$ cat src/rtl/branch_predictor_pkg.sv
// Shared types and helpers for the gshare branch predictor.
//   cnt_t      : 2-bit saturating prediction counter
//   CNT_*      : named counter states (strong/weak not-taken, weak/strong taken)
//   sat_step() : one saturating increment (up=1) or decrement (up=0)
package branch_predictor_pkg;

    typedef logic [1:0] cnt_t;

    localparam cnt_t CNT_SNT = 2'b00;
    localparam cnt_t CNT_WNT = 2'b01;
    localparam cnt_t CNT_WT  = 2'b10;
    localparam cnt_t CNT_ST  = 2'b11;

    function automatic cnt_t sat_step(input cnt_t c, input logic up);
        cnt_t r;
        r = c;
        if (up) begin
            if (c != CNT_ST) begin
                r = c + 2'd1;
            end
        end else begin
            if (c != CNT_SNT) begin
                r = c - 2'd1;
            end
        end
        return r;
    endfunction

endpackage

$ cat src/rtl/branch_predictor_sat_counter32.sv
// 32-bit saturating event counter.
//   i_clk   : clock
//   i_rst_n : asynchronous active-low reset, clears the count
//   i_en    : count one event this cycle
//   o_cnt   : current count, sticks at 32'hFFFF_FFFF
module sat_counter32 (
    input  logic        i_clk,
    input  logic        i_rst_n,
    input  logic        i_en,
    output logic [31:0] o_cnt
);

    logic [31:0] cnt_q;
    logic [31:0] cnt_d;

    always_comb begin
        cnt_d = cnt_q;
        if (i_en && (cnt_q != 32'hFFFF_FFFF)) begin
            cnt_d = cnt_q + 32'd1;
        end
    end

    always_ff @(posedge i_clk or negedge i_rst_n) begin
        if (!i_rst_n) begin
            cnt_q <= 32'd0;
        end else begin
            cnt_q <= cnt_d;
        end
    end

    assign o_cnt = cnt_q;

endmodule

$ cat src/rtl/branch_predictor.sv
// gshare conditional-branch predictor.
// Lookup in ID (combinational): index = PC[INDEX_W+1:2] ^ ghr, predicts taken
// when the indexed 2-bit counter's MSB is set. Resolution in EX (combinational):
// flags a mispredict and supplies the corrected fetch PC. Counter table, global
// history and statistics update only when a valid branch leaves EX.
//   i_clk, i_rst_n                 : clock, asynchronous active-low reset
//   i_id_pc, i_id_is_br            : ID-stage lookup request
//   o_is_pred_need_br, o_id_pred_idx : prediction and index carried down the pipe
//   i_ex_*                         : resolved branch information from EX
//   o_is_pred_wrong, o_redirect_pc : mispredict request and corrected PC
//   o_br_cnt, o_miss_cnt           : saturating statistics
module branch_predictor
    import branch_predictor_pkg::*;
#(
    parameter int   INDEX_W = 6,
    parameter int   GHR_W   = 4,
    parameter cnt_t CNT_RST = CNT_WNT
) (
    input  logic               i_clk,
    input  logic               i_rst_n,
    input  logic [31:0]        i_id_pc,
    input  logic               i_id_is_br,
    output logic               o_is_pred_need_br,
    output logic [INDEX_W-1:0] o_id_pred_idx,
    input  logic               i_ex_br_valid,
    input  logic               i_ex_adv,
    input  logic               i_ex_taken,
    input  logic               i_ex_pred_taken,
    input  logic [INDEX_W-1:0] i_ex_pred_idx,
    input  logic [31:0]        i_ex_pc,
    input  logic [31:0]        i_ex_target,
    output logic               o_is_pred_wrong,
    output logic [31:0]        o_redirect_pc,
    output logic [31:0]        o_br_cnt,
    output logic [31:0]        o_miss_cnt
);

    localparam int ENTRIES = 1 << INDEX_W;

    cnt_t             cnt_q [ENTRIES];
    cnt_t             cnt_d [ENTRIES];
    logic [GHR_W-1:0] ghr_q;
    logic [GHR_W-1:0] ghr_d;
    logic [INDEX_W-1:0] idx;
    logic             upd;

    // Lookup reads registered state only, so a same-cycle update is not bypassed.
    assign idx               = i_id_pc[INDEX_W+1:2] ^ INDEX_W'(ghr_q);
    assign o_id_pred_idx     = idx;
    assign o_is_pred_need_br = i_id_is_br & cnt_q[idx][1];

    // Qualifying with the advance strobe makes a stalled branch resolve once.
    assign upd             = i_ex_br_valid & i_ex_adv;
    assign o_is_pred_wrong = upd & (i_ex_taken != i_ex_pred_taken);
    assign o_redirect_pc   = i_ex_taken ? i_ex_target : (i_ex_pc + 32'd4);

    always_comb begin
        cnt_d = cnt_q;
        if (upd) begin
            cnt_d[i_ex_pred_idx] = sat_step(cnt_q[i_ex_pred_idx], i_ex_taken);
        end
    end

    // A one-bit history has no older bits to shift, so it needs its own form.
    generate
        if (GHR_W == 1) begin : g_ghr_one
            always_comb begin
                ghr_d = ghr_q;
                if (upd) begin
                    ghr_d = i_ex_taken;
                end
            end
        end else begin : g_ghr_shift
            always_comb begin
                ghr_d = ghr_q;
                if (upd) begin
                    ghr_d = {ghr_q[GHR_W-2:0], i_ex_taken};
                end
            end
        end
    endgenerate

    // Table is a flop array so every entry can be cleared asynchronously.
    always_ff @(posedge i_clk or negedge i_rst_n) begin
        if (!i_rst_n) begin
            for (int i = 0; i < ENTRIES; i++) begin
                cnt_q[i] <= CNT_RST;
            end
            ghr_q <= '0;
        end else begin
            cnt_q <= cnt_d;
            ghr_q <= ghr_d;
        end
    end

    sat_counter32 u_br_cnt (
        .i_clk   (i_clk),
        .i_rst_n (i_rst_n),
        .i_en    (upd),
        .o_cnt   (o_br_cnt)
    );

    sat_counter32 u_miss_cnt (
        .i_clk   (i_clk),
        .i_rst_n (i_rst_n),
        .i_en    (o_is_pred_wrong),
        .o_cnt   (o_miss_cnt)
    );

endmodule

$ cat config.mk
export PLATFORM = sky130hd
export DESIGN_NAME = branch_predictor
export DESIGN_NICKNAME = d
export VERILOG_FILES = /design/src/rtl/branch_predictor_pkg.sv /design/src/rtl/branch_predictor_sat_counter32.sv /design/src/rtl/branch_predictor.sv
export SDC_FILE = /design/constraint.sdc
export NUM_CORES = 1
export LEC_CHECK = 0
export CAP_MARGIN = 20
export CORE_MARGIN = 1.5
export CORE_UTILIZATION = 35
export DETAILED_ROUTE_END_ITERATION = 10
export GPL_TIMING_DRIVEN = 0
export PLACE_DENSITY_LB_ADDON = 0.15
export SLEW_MARGIN = 10
export SYNTH_ARGS = -nofsm -noshare
export SYNTH_HDL_FRONTEND = slang
export SYNTH_SLANG_ARGS = --single-unit
$ cat constraint.sdc
create_clock -name i_clk -period 7.8 [get_ports i_clk]
set_input_delay 1.56 -clock i_clk [delete_from_list [all_inputs] [get_ports i_clk]]
set_output_delay 1.56 -clock i_clk [all_outputs]
set_load 0.01 [all_outputs]
==> reports/results.txt, run 1 <==
first-pass GRT wire length -> 53.1 mm
worst clock skew -> 16.9 ps
fin nets -> 1,434
Initial Util -> 0.355
Die ar. -> 0.0321 sq mm
max-slew violations -> 0
die height -> 179 um
Post-synth top flop -> dfrtp_1
count leader, synth -> nand2_1
RSZ-0062 raised after global routing -> no
power per cell area -> 194 mW/mm^2
Max Cap Viol -> 0
GRT met3 Usage -> 0.0642
slew margin rel. -> 0.249
layout cells sized above 1 -> 0.178
GRT Total Usage -> 0.222
fmax -> 147 MHz
Final Hold Vio Count -> 0
async set or reset register ratio after synthesis -> 1.00
synthesized flop and latch total -> 196
DRC -> 0
Yosys top cell area share -> 0.304
Vias -> 9,192
Yosys warnings -> 0
Clock Latency Late Sink -> 460 ps
fill count -> 2,940
Buf/Inv on CP -> 3
drt wl/cell -> 19.9 um
placement row count -> 64
max incr delay on CP -> 790 ps
Die W -> 179 um
dpl cells -> 1,698
GPL Wtd Cong -> 0.894
Critical Path, Cell by Cell -> clkdlybuf4s50_1 > xor2_1 > clkbuf_1 > mux4_2 > a22oi_1 > nand2_1 > a21oi_1 > nand2_1 > o311a_1 > clkdlybuf4s50_1
TritonCTS Buffers -> 17
met1 usage -> 0.281
final hold slack -> 470 ps
Layout Utilization -> 0.457
Area Overhead vs Synth -> 28.9%
Post-Route WL -> 34.4 mm
multi-input logic area -> 0.00555 sq mm
Synth Net Count -> 1,222
min Tclk post-route -> 6810 ps
initial DRC count -> 648
vias in the first global route -> 9,275
initial antenna violation count -> 1
grt total ovfl -> 0
reg2reg path depth -> 7
CP Class -> input pin to primary output
Post-synth EDFFs -> 0
Critical-path top delay cell -> xor2_1
period utilization -> 0.873
I/O pin count -> 213
Commonest cells post-synth -> nand2_1 (253), dfrtp_1 (132), o21ai_0 (103)
TritonCTS clock tree -> yes
Final setup viols -> 0
Least-Margin Pin Slew -> 1120 ps
CTS Buffer Depth -> 2
Setup crit end kind -> primary output
post_cts resized -> 0
Max VDD drop -> 155 uV
Syn Inst Count -> 1,110
grt met2 use -> 0.356
Worst Hold Depth -> 2
largest net degree at the start of global routing -> 100
CTS sink cnt -> 196
postcts setup bufs -> 0
Cell Area, Placed -> 0.0133 sq mm
Startpoint Class -> input pin
Crit path depth -> 10
count of different cell masters after synthesis -> 61
Sum Neg Setup Slack -> 0 ps
hpwl dp -> 25.3 mm
IO buf count -> 185
Leakage -> 0.00551 uW
Register Area -> 0.00498 sq mm
cell taking the most area after synthesis -> dfrtp_1
Clock transition at path regs -> 70 ps
fin area -> 0.0140 sq mm
Worst Path Required -> 6240 ps
run status -> finished clean
sequential share of the synthesized area -> 0.459
Root Buffer -> clkbuf_16
arrival time worst endpoint -> 5250 ps
Avg Cell Area, Syn -> 9.77 sq um
Via-to-Cell Ratio -> 5.31
critical-path maximum fanout -> 10
Hold Crit Class -> register to register
CTS Hold Buffers Added -> 0
# H-tree levels -> 4
dominant cells by area after synthesis -> dfrtp_1 (30%), dfstp_2 (15%), nand2_1 (8.8%)
Routed Antenna Nets -> 0
Non-Filler Instances -> 1,732
gr busiest metal -> met2
synthesized cell area -> 0.0108 sq mm
CP top delay family -> buffers and inverters
1st-pass router iterations -> 8
flop-to-flop setup slack -> 4470 ps
area of the core -> 0.0306 sq mm
[logic make-up after synthesis]
group,share of synthesized area
and+or+nand+nor,0.196
AOI/OAI and AO/OA,0.134
buffers and inverters,0.0323
muxes,0.0977
xor gates and xnor gates,0.0751
adders and majority gates,0.00542
DFF,0.459
[worst register-to-register path, delay by kind of cell, from the launching register on]
kind / cells / cell delay (ps)
flip-flops: 1 / 460
AND/OR/NAND/NOR: 5 / 1800
AO/OA/AOI/OAI: 1 / 880
XOR/XNOR: 1 / 130
[report_power, final]
group          leakage, uW  switching (uW)  internal [uW]
combinational      0.00275             302            256
clock             0.000314             491            482
sequential         0.00244            68.5           1110
total              0.00551             861           1850
[path summary, 6_finish.rpt]
| kind | from | end |
|---|---|---|
| setup / recovery | i_id_pc[3] | o_is_pred_need_br |
| hold / removal | cnt_q[64] | cnt_q[64] |
| setup reg to reg | u_miss_cnt.o_cnt[7] | u_miss_cnt.o_cnt[17] |
| hold reg to reg | cnt_q[64] | cnt_q[64] |
| max in group asynchronous | i_rst_n | cnt_q[48] |
| min in group asynchronous | i_rst_n | cnt_q[109] |
[cell usage in the layout (no fill, tap or decap), drive strengths merged, types with 4 or more instances in the layout]
cell type      count
a21oi             14
a22o               4
a22oi             12
and2              12
and3              17
and4               8
buf               34
clkbuf            44
clkdlybuf4s50    184
dfrtp            132
dfstp             64
inv               30
mux2              15
mux2i             29
mux4              25
nand2            253
nand3             40
nand3b             9
nand4             25
nor2              35
nor2b             10
nor3              14
nor3b              9
nor4               7
o21ai            160
o22ai              7
xnor2             61
xor2              32
[per-stage QoR]
stage	total power, uW	setup WS (ps)
after floorplan	1460	2460
after global placement	1750	-3460
after detailed placement	1760	1050
after CTS	2730	1050
after global routing	2820	885
final	2710	989
[per-layer routing]
metal,part of all wire,wire length (um)
met5,0,0
met3,0.075,2590
met4,0.028,960
met2,0.47,16000
met1,0.43,14800
[layout make-up]
cell class,instances,share of cell area
multi-input cells,843,0.397
flip-flops and latches,196,0.356
repair buffers,193,0.140
well taps,396,0.0354
clock buffers,17,0.0304
plain buffers,52,0.0200
clock inverters,15,0.0161
inverters,19,0.00510
diodes,1,0.000179
[state kept, by name, indices dropped and copies added (netlist names)]
name	flops
u_miss_cnt.o_cnt	32
u_br_cnt.o_cnt	32
cnt_q	128
ghr_q	4
(Power assumes the default switching activity.)
==> run 2, diff against run 1 <==
--- a/config.mk
+++ b/config.mk
@@ -8,5 +8,6 @@
 export CAP_MARGIN = 20
 export CORE_MARGIN = 1.5
-export CORE_UTILIZATION = 35
+export CORE_UTILIZATION = 36
+export CTS_CLUSTER_SIZE = 14
 export DETAILED_ROUTE_END_ITERATION = 10
 export GPL_TIMING_DRIVEN = 0
==> constraint.sdc (replaced) <==
create_clock -name i_clk -period 7.8 [get_ports i_clk]
set_input_delay 1.17 -clock i_clk [delete_from_list [all_inputs] [get_ports i_clk]]
set_output_delay 1.17 -clock i_clk [all_outputs]
set_load 0.01 [all_outputs]
==> run 2 against run 1 <==
Flip-flop and latch count unchanged. Clock power down 5.1%. Cell count down 0.29%. Total power down 1.9%. Largest cell class unchanged. Combinational power about the same. Global-route usage up 0.28 points. Maximum frequency up 13%. Non-clock buffer count up 2. Register-to-register slack better by 70 ps. Via count down 0.52%. Worst hold slack about the same. Clock skew up 3.4 ps.
==> reports/results.txt, run 2 (synthesis results as in run 1) <==
Worst setup startpoint -> i_id_pc[3]
die height -> 177 um
CTS sink cnt -> 196
Comb pwr share -> 0.210
Least-Margin Pin Slew -> 1050 ps
Reg with most FFs -> cnt_q
Area Overhead vs Synth -> 28.7%
drt wl/cell -> 19.8 um
CP Class -> input pin to primary output
Critical Path, Cell by Cell -> clkdlybuf4s50_1 > xor2_1 > clkbuf_1 > mux4_2 > a22oi_1 > nand2_1 > a21oi_1 > nand2_1 > o311a_1 > clkdlybuf4s50_1
Seq pwr share -> 0.443
Final Hold Vio Count -> 0
Clk pwr share -> 0.347
CP top delay family -> buffers and inverters
period utilization -> 0.775
GRT Total Usage -> 0.225
antenna cells -> 0
grt total ovfl -> 0
max-slew violations -> 0
Int Pwr -> 1820 uW
Max VDD drop -> 168 uV
run status -> finished clean
fmax -> 165 MHz
CTS Buffer Depth -> 2
Leakage -> 0.00551 uW
slew margin rel. -> 0.295
Die ar. -> 0.0312 sq mm
power per cell area -> 191 mW/mm^2
layout cells sized above 1 -> 0.178
most frequent cells in the layout -> nand2_1 (253), clkdlybuf4s50_1 (184), dfrtp_1 (132)
total power -> 2660 uW
# H-tree levels -> 4
Setup crit end kind -> primary output
TritonCTS Buffers -> 17
fin nets -> 1,436
min Tclk post-route -> 6050 ps
TritonCTS clock tree -> yes
worst clock skew -> 20.3 ps
final hold slack -> 470 ps
Sum Neg Setup Slack -> 0 ps
CTS Hold Buffers Added -> 0
flop-to-flop setup slack -> 4540 ps
post_cts resized -> 0
FF-to-FF End -> u_miss_cnt.o_cnt[17]
dpl cells -> 1,693
Post-Route WL -> 34.2 mm
largest net degree at the start of global routing -> 110
Routed Antenna Nets -> 0
max reg flops -> 128
Crit path depth -> 10
Max Cap Viol -> 0
area of the core -> 0.0296 sq mm
Critical R2R Launch -> u_miss_cnt.o_cnt[7]
RSZ-0062 raised after global routing -> no
Worst Path Required -> 6630 ps
Psw -> 842 uW
Final setup viols -> 0
placement row count -> 63
GPL Wtd Cong -> 0.894
vias in the first global route -> 8,996
most common cell after layout, fill and taps aside -> nand2_1
Via-to-Cell Ratio -> 5.29
I/O pin count -> 213
Non-Filler Instances -> 1,727
Startpoint Class -> input pin
initial DRC count -> 666
Die W -> 177 um
Root Buffer -> clkbuf_16
Initial Util -> 0.366
Hold Crit Class -> register to register
multi-input logic area -> 0.00554 sq mm
Register Area -> 0.00498 sq mm
worst setup path end -> o_is_pred_need_br
first-pass GRT wire length -> 53.0 mm
initial antenna violation count -> 0
arrival time worst endpoint -> 4880 ps
critical-path maximum fanout -> 10
postcts setup bufs -> 0
reg2reg path depth -> 7
1st-pass router iterations -> 5
Vias -> 9,144
Sw Share -> 0.316
Clock Latency Late Sink -> 450 ps
fill count -> 2,860
Buf/Inv on CP -> 3
Critical-path top delay cell -> xor2_1
IO buf count -> 185
hpwl dp -> 25.1 mm
Clock transition at path regs -> 90 ps
max incr delay on CP -> 820 ps
DRC -> 0
[run 2: final cells by class]
cell class | count | area share
tap | 390 | 0.0350
timing repair buffer | 195 | 0.141
inverter | 19 | 0.00511
clock buffer | 18 | 0.0315
buffer | 52 | 0.0200
sequential | 196 | 0.357
multi-input combinational | 843 | 0.397
clock inverter | 14 | 0.0138
[run 2: worst min-delay path by stage]
stage	from	endpoint	slack, ps	cells past startpoint
after global routing	cnt_q[42]	cnt_q[42]	480	2
after detailed placement	cnt_q[126]	cnt_q[126]	460	2
after CTS	cnt_q[16]	cnt_q[16]	470	2
final	cnt_q[126]	cnt_q[126]	470	2
after global placement	cnt_q[126]	cnt_q[126]	450	2
after floorplan	cnt_q[126]	cnt_q[126]	440	2
[run 2: routing by layer]
metal | GRT usage | vias up | wire (um)
li1 | - | 4336 | -
met1 | 0.299 | 4441 | 14900
met2 | 0.360 | 330 | 16000
met3 | 0.0586 | 37 | 2560
met4 | 0.0667 | 0 | 668
met5 | 0 | - | 0
[run 2: worst reg2reg max path, delay by kind of cell (launching register included)]
family / cells / cell delay, ps
and+or+nand+nor: 5 / 1710
AOI/OAI and AO/OA: 1 / 900
DFF: 1 / 450
xor gates and xnor gates: 1 / 130
[run 2: per-stage QoR]
step	setup slack, ps	area (sq um)	util
floorplan	3240	10800	-
global placement	-2990	13200	0.445
detailed placement	1820	13300	0.449
CTS	1810	13900	0.470
global route	1650	14000	0.471
finish	1750	14000	0.471
[run 2: power groups by stage]
| stage | Clock (uW) | Combinational, uW | Sequential (uW) |
|---|---|---|---|
| after floorplan | 0 | 271 | 1190 |
| after global placement | 0 | 552 | 1200 |
| after detailed placement | 0 | 561 | 1200 |
| after CTS | 943 | 563 | 1180 |
| after global routing | 984 | 604 | 1190 |
| final | 923 | 558 | 1180 |
